## config.mk

```make
export PLATFORM = sky130hd
export DESIGN_NAME = byte_word_seq_ctrl
export DESIGN_NICKNAME = d
export VERILOG_FILES = /design/src/rtl/word_asm_pkg.sv /design/src/rtl/rise_edge_det.sv /design/src/rtl/byte_word_seq_ctrl.sv
export SDC_FILE = /design/constraint.sdc
export NUM_CORES = 1
export LEC_CHECK = 0
export CORE_UTILIZATION = 56
export CTS_BUF_LIST = sky130_fd_sc_hd__clkbuf_4 sky130_fd_sc_hd__clkbuf_8 sky130_fd_sc_hd__clkbuf_16
export CTS_CLUSTER_SIZE = 40
export DETAILED_ROUTE_END_ITERATION = 10
export PLACE_DENSITY_LB_ADDON = 0.25
export SETUP_SLACK_MARGIN = 0.15
export SLEW_MARGIN = 20
export SYNTH_ARGS = -nofsm -noshare
export SYNTH_HDL_FRONTEND = slang
export SYNTH_SLANG_ARGS = --single-unit
export TNS_END_PERCENT = 1
```

## constraint.sdc

```tcl
create_clock -name clk -period 4.45 [get_ports clk]
set_input_delay 0.89 -clock clk [delete_from_list [all_inputs] [get_ports clk]]
set_output_delay 0.89 -clock clk [all_outputs]
set_load 0.01 [all_outputs]
```

## src/rtl/word_asm_pkg.sv

```systemverilog
// Shared definitions for the byte-to-word assembler path: state encoding,
// lane index width and default sizing of the sequencer.
package word_asm_pkg;

    localparam logic [1:0] S_IDLE = 2'd0;
    localparam logic [1:0] S_FILL = 2'd1;
    localparam logic [1:0] S_HOLD = 2'd2;

    localparam int LANE_W             = 3;
    localparam int DEF_BYTES_PER_WORD = 8;
    localparam int DEF_TIMEOUT_CYCLES = 50000;

    typedef enum logic [1:0] {
        IDLE = S_IDLE,
        FILL = S_FILL,
        HOLD = S_HOLD
    } state_t;

endpackage

```

## src/rtl/rise_edge_det.sv

```systemverilog
// Rising-edge detector: one-cycle pulse when d goes from 0 to 1.
// RESET_VAL=1 keeps a level that is already high through reset from counting as an edge.
module rise_edge_det #(
    parameter logic RESET_VAL = 1'b1
) (
    input  logic clk,
    input  logic rst_n,
    input  logic d,
    output logic pulse
);

    logic d_q;

    always_ff @(posedge clk) begin
        if (!rst_n) begin
            d_q <= RESET_VAL;
        end else begin
            d_q <= d;
        end
    end

    assign pulse = d & ~d_q;

endmodule

```

## src/rtl/byte_word_seq_ctrl.sv

```systemverilog
// Sequencer that steers received bytes into the lanes of the word assembler,
// presents the finished word with a valid/ready handshake and flags timeouts/overruns.
module byte_word_seq_ctrl
    import word_asm_pkg::*;
#(
    parameter int BYTES_PER_WORD = DEF_BYTES_PER_WORD,
    parameter int TIMEOUT_CYCLES = DEF_TIMEOUT_CYCLES
) (
    input  logic              clk,
    input  logic              rst_n,
    input  logic              rx_done,
    input  logic [7:0]        rx_data,
    output logic              lane_we,
    output logic [LANE_W-1:0] lane_sel,
    output logic [7:0]        lane_data,
    output logic              word_valid,
    input  logic              word_ready,
    output logic              busy,
    output logic              overrun_err,
    output logic              timeout_err
);

    localparam int TMR_W = $clog2(TIMEOUT_CYCLES);
    localparam logic [LANE_W-1:0] LAST_LANE = LANE_W'(BYTES_PER_WORD - 1);
    localparam logic [TMR_W-1:0]  TMR_LAST  = TMR_W'(TIMEOUT_CYCLES - 1);

    state_t              state, state_n;
    logic [LANE_W-1:0]   lane_cnt, lane_cnt_n;
    logic [TMR_W-1:0]    gap_tmr, gap_tmr_n;
    logic                rx_edge;
    logic                handshake;
    logic                lane_we_n, word_valid_n, busy_n, overrun_n, timeout_n;
    logic [LANE_W-1:0]   lane_sel_n;
    logic [7:0]          lane_data_n;

    rise_edge_det #(
        .RESET_VAL(1'b1)
    ) u_rx_edge (
        .clk  (clk),
        .rst_n(rst_n),
        .d    (rx_done),
        .pulse(rx_edge)
    );

    // The consumer only sees the word once word_valid is up, so ready counts from then on.
    assign handshake = (state == HOLD) && word_valid && word_ready;

    always_comb begin
        state_n     = state;
        lane_cnt_n  = lane_cnt;
        gap_tmr_n   = gap_tmr;
        lane_we_n   = 1'b0;
        lane_sel_n  = lane_sel;
        lane_data_n = lane_data;
        overrun_n   = 1'b0;
        timeout_n   = 1'b0;

        case (state)
            IDLE: begin
                lane_cnt_n = '0;
                gap_tmr_n  = '0;
                if (rx_edge) begin
                    lane_we_n   = 1'b1;
                    lane_sel_n  = '0;
                    lane_data_n = rx_data;
                    lane_cnt_n  = LANE_W'(1);
                    state_n     = FILL;
                end
            end
            FILL: begin
                if (rx_edge) begin
                    lane_we_n   = 1'b1;
                    lane_sel_n  = lane_cnt;
                    lane_data_n = rx_data;
                    gap_tmr_n   = '0;
                    if (lane_cnt == LAST_LANE) begin
                        lane_cnt_n = '0;
                        state_n    = HOLD;
                    end else begin
                        lane_cnt_n = lane_cnt + 1'b1;
                    end
                end else if (gap_tmr == TMR_LAST) begin
                    timeout_n  = 1'b1;
                    lane_cnt_n = '0;
                    gap_tmr_n  = '0;
                    state_n    = IDLE;
                end else begin
                    gap_tmr_n = gap_tmr + 1'b1;
                end
            end
            HOLD: begin
                // A byte arriving with the accepting ready lands in lane 0 after the word is taken.
                if (handshake) begin
                    if (rx_edge) begin
                        lane_we_n   = 1'b1;
                        lane_sel_n  = '0;
                        lane_data_n = rx_data;
                        lane_cnt_n  = LANE_W'(1);
                        gap_tmr_n   = '0;
                        state_n     = FILL;
                    end else begin
                        state_n = IDLE;
                    end
                end else if (rx_edge) begin
                    overrun_n = 1'b1;
                end
            end
            default: begin
                state_n    = IDLE;
                lane_cnt_n = '0;
                gap_tmr_n  = '0;
            end
        endcase

        word_valid_n = (state == HOLD) && (state_n == HOLD);
        busy_n       = (state_n != IDLE);
    end

    always_ff @(posedge clk) begin
        if (!rst_n) begin
            state       <= IDLE;
            lane_cnt    <= '0;
            gap_tmr     <= '0;
            lane_we     <= 1'b0;
            lane_sel    <= '0;
            lane_data   <= 8'h00;
            word_valid  <= 1'b0;
            busy        <= 1'b0;
            overrun_err <= 1'b0;
            timeout_err <= 1'b0;
        end else begin
            state       <= state_n;
            lane_cnt    <= lane_cnt_n;
            gap_tmr     <= gap_tmr_n;
            lane_we     <= lane_we_n;
            lane_sel    <= lane_sel_n;
            lane_data   <= lane_data_n;
            word_valid  <= word_valid_n;
            busy        <= busy_n;
            overrun_err <= overrun_n;
            timeout_err <= timeout_n;
        end
    end

endmodule

```

==> reports/results.tsv, run 1 <==
metric	value	unit
worst hold slack	0.465	ns
Initial Util	60.3	%
clock root cell	clkbuf_4	
hpwl dp	2.68	mm
total CTS buffers	5	
Pleak	0.000717	uW
die area	0.00325	mm^2
antenna viol nets, final	0	
critical-path cell list	clkdlybuf4s50_1 -> nand2b_2 -> o21a_1 -> or4_1 -> a31oi_1	
worst r2r src	gap_tmr[0]$_SDFFE_PN0P_	
Avg WL per Cell	14.3	um
cell row count	19	
layout cells sized above 1	9.42	%
WP data arrival	2.58	ns
first drt pass iteration count	7	
Synth top area share	44.9	%
Die Span X	57.0	um
max_slew headroom	57.0	%
GRT Util Overall	24.5	%
peak supply drop	252	uV
Sink Count	38	
critical path startpoint category	input pin	
largest net degree at the start of global routing	22	
drt total wl	3.63	mm
WP data required	4.72	ns
Synth area leaders	dfxtp_1, nand2_1, a21oi_1, nor2_1, o21ai_0	
via count	1530	
post-synthesis cell count	196	
EDFF count, synth	0	
commonest cells in the netlist	dfxtp_1, nand2_1, a21oi_1, nor2_1, o21ai_0	
distinct cell type count after synthesis	48	
Max Transition Viols Final	0	
via count of the first global-routing pass	1399	
Crit Path Class	input pin to register	
Max-Cap Viols	0	
num ports	28	
Antenna Cells	0	
RSZ-0062 raised after global routing	false	
Fill cells	219	
Iter 0 DRT Violations	64	
Final period util	51.9	%
Fin Clk Skew	0.00942	ns
routed vias/inst	6.02	
status	finished, violations left	
Hold Crit Class	register to register	
gr ovfl total	0	
Slew @ Worst Pin	0.644	ns
violated checks	design-rule violations	
Synth Flop Type	dfxtp_1	
CP max FO	11	
synth-to-layout area growth	19.5	%
IO Port Bufs	27	
core area	0.00281	mm^2
Die H	57.0	um
# hold bufs at CTS	0	
DRC Markers	6	
Hold Fails Final Rpt	0	
fmax	0.433	GHz
first-pass GRT wire length	6.22	mm
Layout Nets	237	
critical path's largest stage delay	0.55	ns
sequential fraction of the synthesis area	44.9	%
final setup fails	0	
CTS tree	yes	
initial antenna violation count	0	
gp weighted congestion	0.877	
Post-Syn Area	0.00169	mm^2
Hold Startpoint	lane_data[4]$_SDFFE_PN0P_	
CP endpoint kind	register	
syn_nets	211	
most common cell in the netlist	dfxtp_1	
buffers inserted by post-CTS timing repair	0	
Max Buffers Root-to-Sink	2	
PD cells	304	mW/mm^2
FF+latch count, synth	38	
asr flop ratio synth	0	%
post-CTS sizing	0	
crit path time final	2.31	ns
CP startpoint	rx_done	
Fin Setup TNS	0	ns
Synth warnings	0	
clock latency on the worst-skew pair	0.34	ns
dominant cell type by area after synthesis	dfxtp_1	
Clock transition at path regs	0.12	ns
slowest CP cell	or4_1	
H-tree levels	2	
synthesized area per cell	8.64	um^2
-- cell families after synthesis --
group / synth area share, %
adder cells (fa/ha/maj): 2.22
XOR/XNOR: 2.07
AO/OA/AOI/OAI: 18.1
AND/OR/NAND/NOR: 27.9
multiplexers: 0.591
flip-flops: 44.9
buffers and inverters: 4.21
-- per-stage QoR --
step / utilization, % / cells / setup WS, ns / cell area (um^2) / power, uW
2_1_floorplan: - / 196 / 2.45 / 1690 / 375
3_3_place_gp: 69.4 / 246 / 1.89 / 1950 / 391
3_5_place_dp: 69.4 / 246 / 1.79 / 1950 / 393
4_1_cts: 72.1 / 254 / 2.14 / 2020 / 617
5_1_grt: 72.1 / 254 / 2.00 / 2020 / 635
6_report: 72.1 / 254 / 2.14 / 2020 / 615
-- flip-flops by register name, summed over array words and instances, names as in the netlist --
| name | cells |
|---|---|
| lane_cnt | 3 |
| u_rx_edge.d_q | 1 |
| busy | 1 |
| overrun_err | 1 |
| word_valid | 1 |
| gap_tmr | 16 |
| state | 2 |
| lane_data | 8 |
| lane_sel | 3 |
| timeout_err | 1 |
| lane_we | 1 |
-- critical path, delay by kind of cell --
family / cells / cell delay [ns]
compound gates: 2 / 0.53
simple gates: 2 / 0.65
buf+inv: 1 / 0.50
-- metal layers --
layer / global-route usage (%) / wire length [um]
met1: 32.5 / 1630
met2: 39.8 / 1760
met3: 5.67 / 230
met4: 7.67 / 19
met5: 0 / 0
-- layout make-up --
class	instances	area (um^2)	share of cell area, %
Multi-Input combinational cell	146	861	42.5
Sequential cell	38	761	37.6
Timing Repair Buffer	27	270	13.4
Clock inverter	3	40.0	1.98
Tap cell	31	38.8	1.92
Clock buffer	5	37.5	1.86
Inverter	4	15.0	0.742
-- cell usage in the layout, fill, tap and decap left out, types with 2 or more instances in the layout --
cell             count
nand3b_1             2
nor2b_1              2
ha_1                 3
clkdlybuf4s50_1     27
nand2_1             28
a31oi_1              5
a21oi_1             17
clkinv_2             2
o22ai_1              3
inv_1                4
nand2b_1             4
and4_2               3
nand3_1              8
nor2_1              15
a22oi_1              5
and4_4               2
o21ai_0             10
and2_1               4
xnor2_1              4
clkbuf_4             5
nor3_1               2
and3_1               4
o211ai_1             2
dfxtp_1             38
-- worst paths after layout --
| kind | to | slack [ns] | cells past startpoint |
|---|---|---|---|
| worst max-delay path | gap_tmr[14]$_SDFFE_PN0P_ | 2.14 | 5 |
| worst min-delay path | lane_data[4]$_SDFFE_PN0P_ | 0.46 | 2 |
| worst max register to register | gap_tmr[14]$_SDFFE_PN0P_ | 2.60 | 6 |
| worst min register to register | lane_data[4]$_SDFFE_PN0P_ | 0.46 | 2 |
-- report_power, final --
| group | internal (uW) | switching (uW) |
|---|---|---|
| logic | 19.0 | 18.5 |
| clock network | 116 | 114 |
| registers | 345 | 2.82 |
No activity file was read; power rests on OpenSTA's default activity.
==> inputs of run 2 (changes only) <==
CORE_UTILIZATION = 52   (was 56)
clock period = 2.3 ns   (was 4.45 ns; I/O delays follow)
==> run 2 against run 1 <==
  * Die area rose by 7.4%
  * Via count fell by 2.5%
  * Sequential cell count did not move
  * Wire length fell by 3.8%
  * Critical path depth rose by 1
  * Global-route usage fell by 2.1 points
  * Sequential share of layout area fell by 0.46 points
  * Worst hold slack got worse by 0.0062 ns
  * Worst setup slack got worse by 1.7 ns
  * Total power rose by 82%
  * Largest cell class unchanged
  * Highest routed layer unchanged
  * Utilization fell by 5.6 points
  * Clock skew barely moved
  * The flow now finishes without violations
==> reports/results.tsv, run 2 (same netlist as run 1, synthesis figures left out) <==
metric	value	unit	change
commonest non-fill, non-tap cell in the layout	dfxtp_1		unchanged
Reg with most FFs	gap_tmr		unchanged
peak supply drop	378	uV	was 252 uV
Clock transition at path regs	0.11	ns	was 0.12 ns
Hold Fails Final Rpt	0		unchanged
via count	1492		was 1,530
antenna viol nets, final	0		unchanged
Die Span X	59.1	um	was 57.0 um
largest net degree at the start of global routing	22		unchanged
Fill cells	263		was 219
slowest CP cell	or4_1		unchanged
die area	0.00349	mm^2	was 0.00325 mm^2
via count of the first global-routing pass	1405		was 1,399
gp weighted congestion	0.885		was 0.877
crit path time final	1.89	ns	
commonest non-fill, non-tap cells in the layout	dfxtp_1, nand2_1, clkdlybuf4s50_1		unchanged
CP endpoint kind	register		unchanged
total CTS buffers	5		unchanged
Pleak	0.000724	uW	was 0.000717 uW
Avg WL per Cell	12.9	um	was 14.3 um
PD cells	545	mW/mm^2	was 304 mW/mm^2
Crit path max-delay family	simple AND/OR/NAND/NOR gates		unchanged
final setup fails	0		unchanged
area of the multi-input gates	861	um^2	unchanged
synth-to-layout area growth	21.0	%	was 19.5%
RSZ-0062 raised after global routing	false		unchanged
Max Transition Viols Final	0		unchanged
Largest regs	gap_tmr x16, lane_data x8		unchanged
dpl ws	0.0888	ns	was 1.79 ns
H-tree levels	2		unchanged
Hold Crit Depth	2		unchanged
Fin Setup TNS	0	ns	unchanged
core area	0.00308	mm^2	was 0.00281 mm^2
number of flip-flops in the largest register	16		unchanged
cell row count	20		was 19
WP data arrival	2.16	ns	was 2.58 ns
num ports	28		unchanged
critical path startpoint category	input pin		unchanged
Fin Clk Skew	0.00951	ns	was 0.00942 ns
Slew @ Worst Pin	0.648	ns	was 0.644 ns
Storage cell area	761	um^2	unchanged
Max Buffers Root-to-Sink	2		unchanged
design area	0.00205	mm^2	was 0.00202 mm^2
routed vias/inst	5.53		was 6.02
Final period util	82.2	%	
post-CTS sizing	0		unchanged
hpwl dp	2.59	mm	was 2.68 mm
CTS tree	yes		unchanged
gr ovfl total	0		unchanged
GRT Util Overall	22.3	%	was 24.5%
Layout Nets	240		was 237
critical-path cell list	clkdlybuf4s50_1 -> nor2b_1 -> nor2_1 -> nand2_1 -> or4_1 -> a31oi_1		was clkdlybuf4s50_1 -> nand2b_2 -> o21a_1 -> or4_1 -> a31oi_1
Die H	59.1	um	was 57.0 um
Max-Cap Viols	0		unchanged
Setup WS post-layout	0.408	ns	was 2.14 ns
Hold Crit Class	register to register		unchanged
CP Depth	6		was 5
initial antenna violation count	0		unchanged
first drt pass iteration count	4		was 7
IO Port Bufs	27		unchanged
Sink Count	38		unchanged
DRC Markers	0		was 6
buffers inserted by post-CTS timing repair	0		unchanged
max_slew headroom	56.8	%	was 57.0%
CP max FO	6		was 11
first-pass GRT wire length	5.87	mm	was 6.22 mm
drt total wl	3.49	mm	was 3.63 mm
Iter 0 DRT Violations	89		was 64
critical path's largest stage delay	0.48	ns	was 0.55 ns
clock root cell	clkbuf_4		unchanged
layout cells sized above 1	10.6	%	was 9.42%
Reg2Reg Depth	6		unchanged
Final Total Pwr	1120	uW	was 615 uW
status	completed		was finished, violations left
Initial Util	55.0	%	was 60.3%
Crit Path Class	input pin to register		unchanged
# hold bufs at CTS	0		unchanged
Crit path buffers/inverters	1		unchanged
clock latency on the worst-skew pair	0.34	ns	about the same
fmax	0.529	GHz	
fin util	66.5	%	was 72.1%
DP Area	0.00198	mm^2	was 0.00195 mm^2
Antenna Cells	0		unchanged
WP data required	2.57	ns	was 4.72 ns
run 2: layout make-up:
type | instances | share of cell area, %
multi-input cells | 146 | 42.0
flip-flops and latches | 38 | 37.1
repair buffers | 30 | 14.3
clock buffers | 7 | 2.87
well taps | 44 | 2.69
inverters | 4 | 0.733
clock inverters | 1 | 0.244
run 2: routing by layer:
layer / wire length, um / track usage (%) / vias to the layer above
met5: 0 / 0 / -
li1: - / - / 754
met4: 51 / 9.86 / 0
met2: 1650 / 38.8 / 45
met1: 1620 / 25.9 / 685
met3: 170 / 5.68 / 8
run 2: path summary, 6_finish.rpt:
path         slack [ns]                         to                 startpoint
max                0.41   gap_tmr[14]$_SDFFE_PN0P_                    rx_done
min                0.46  lane_data[0]$_SDFFE_PN0P_  lane_data[0]$_SDFFE_PN0P_
max reg2reg        0.44   gap_tmr[11]$_SDFFE_PN0P_    gap_tmr[0]$_SDFFE_PN0P_
min reg2reg        0.46  lane_data[0]$_SDFFE_PN0P_  lane_data[0]$_SDFFE_PN0P_
run 2: worst register-to-register path: stages, from the launching register on:
cell and delay (ns):
dfxtp_1 0.41, ha_1 0.21, and3_1 0.27, nand4_1 0.20
and3_1 0.33, a21oi_1 0.26, nor2_1 0.08
run 2: through the flow:
step	hold WS, ns	std cells
after detailed placement	0.448	262
after global routing	0.481	270
after CTS	0.461	270
after global placement	0.441	262
after floorplan	0.433	196
final	0.459	270
run 2: power by group:
| part | total, uW | switching (uW) | internal (uW) |
|---|---|---|---|
| registers | 672 | 5.35 | 667 |
| clock network | 373 | 213 | 160 |
| logic | 72.2 | 35.4 | 36.8 |
| total | 1120 | 254 | 864 |
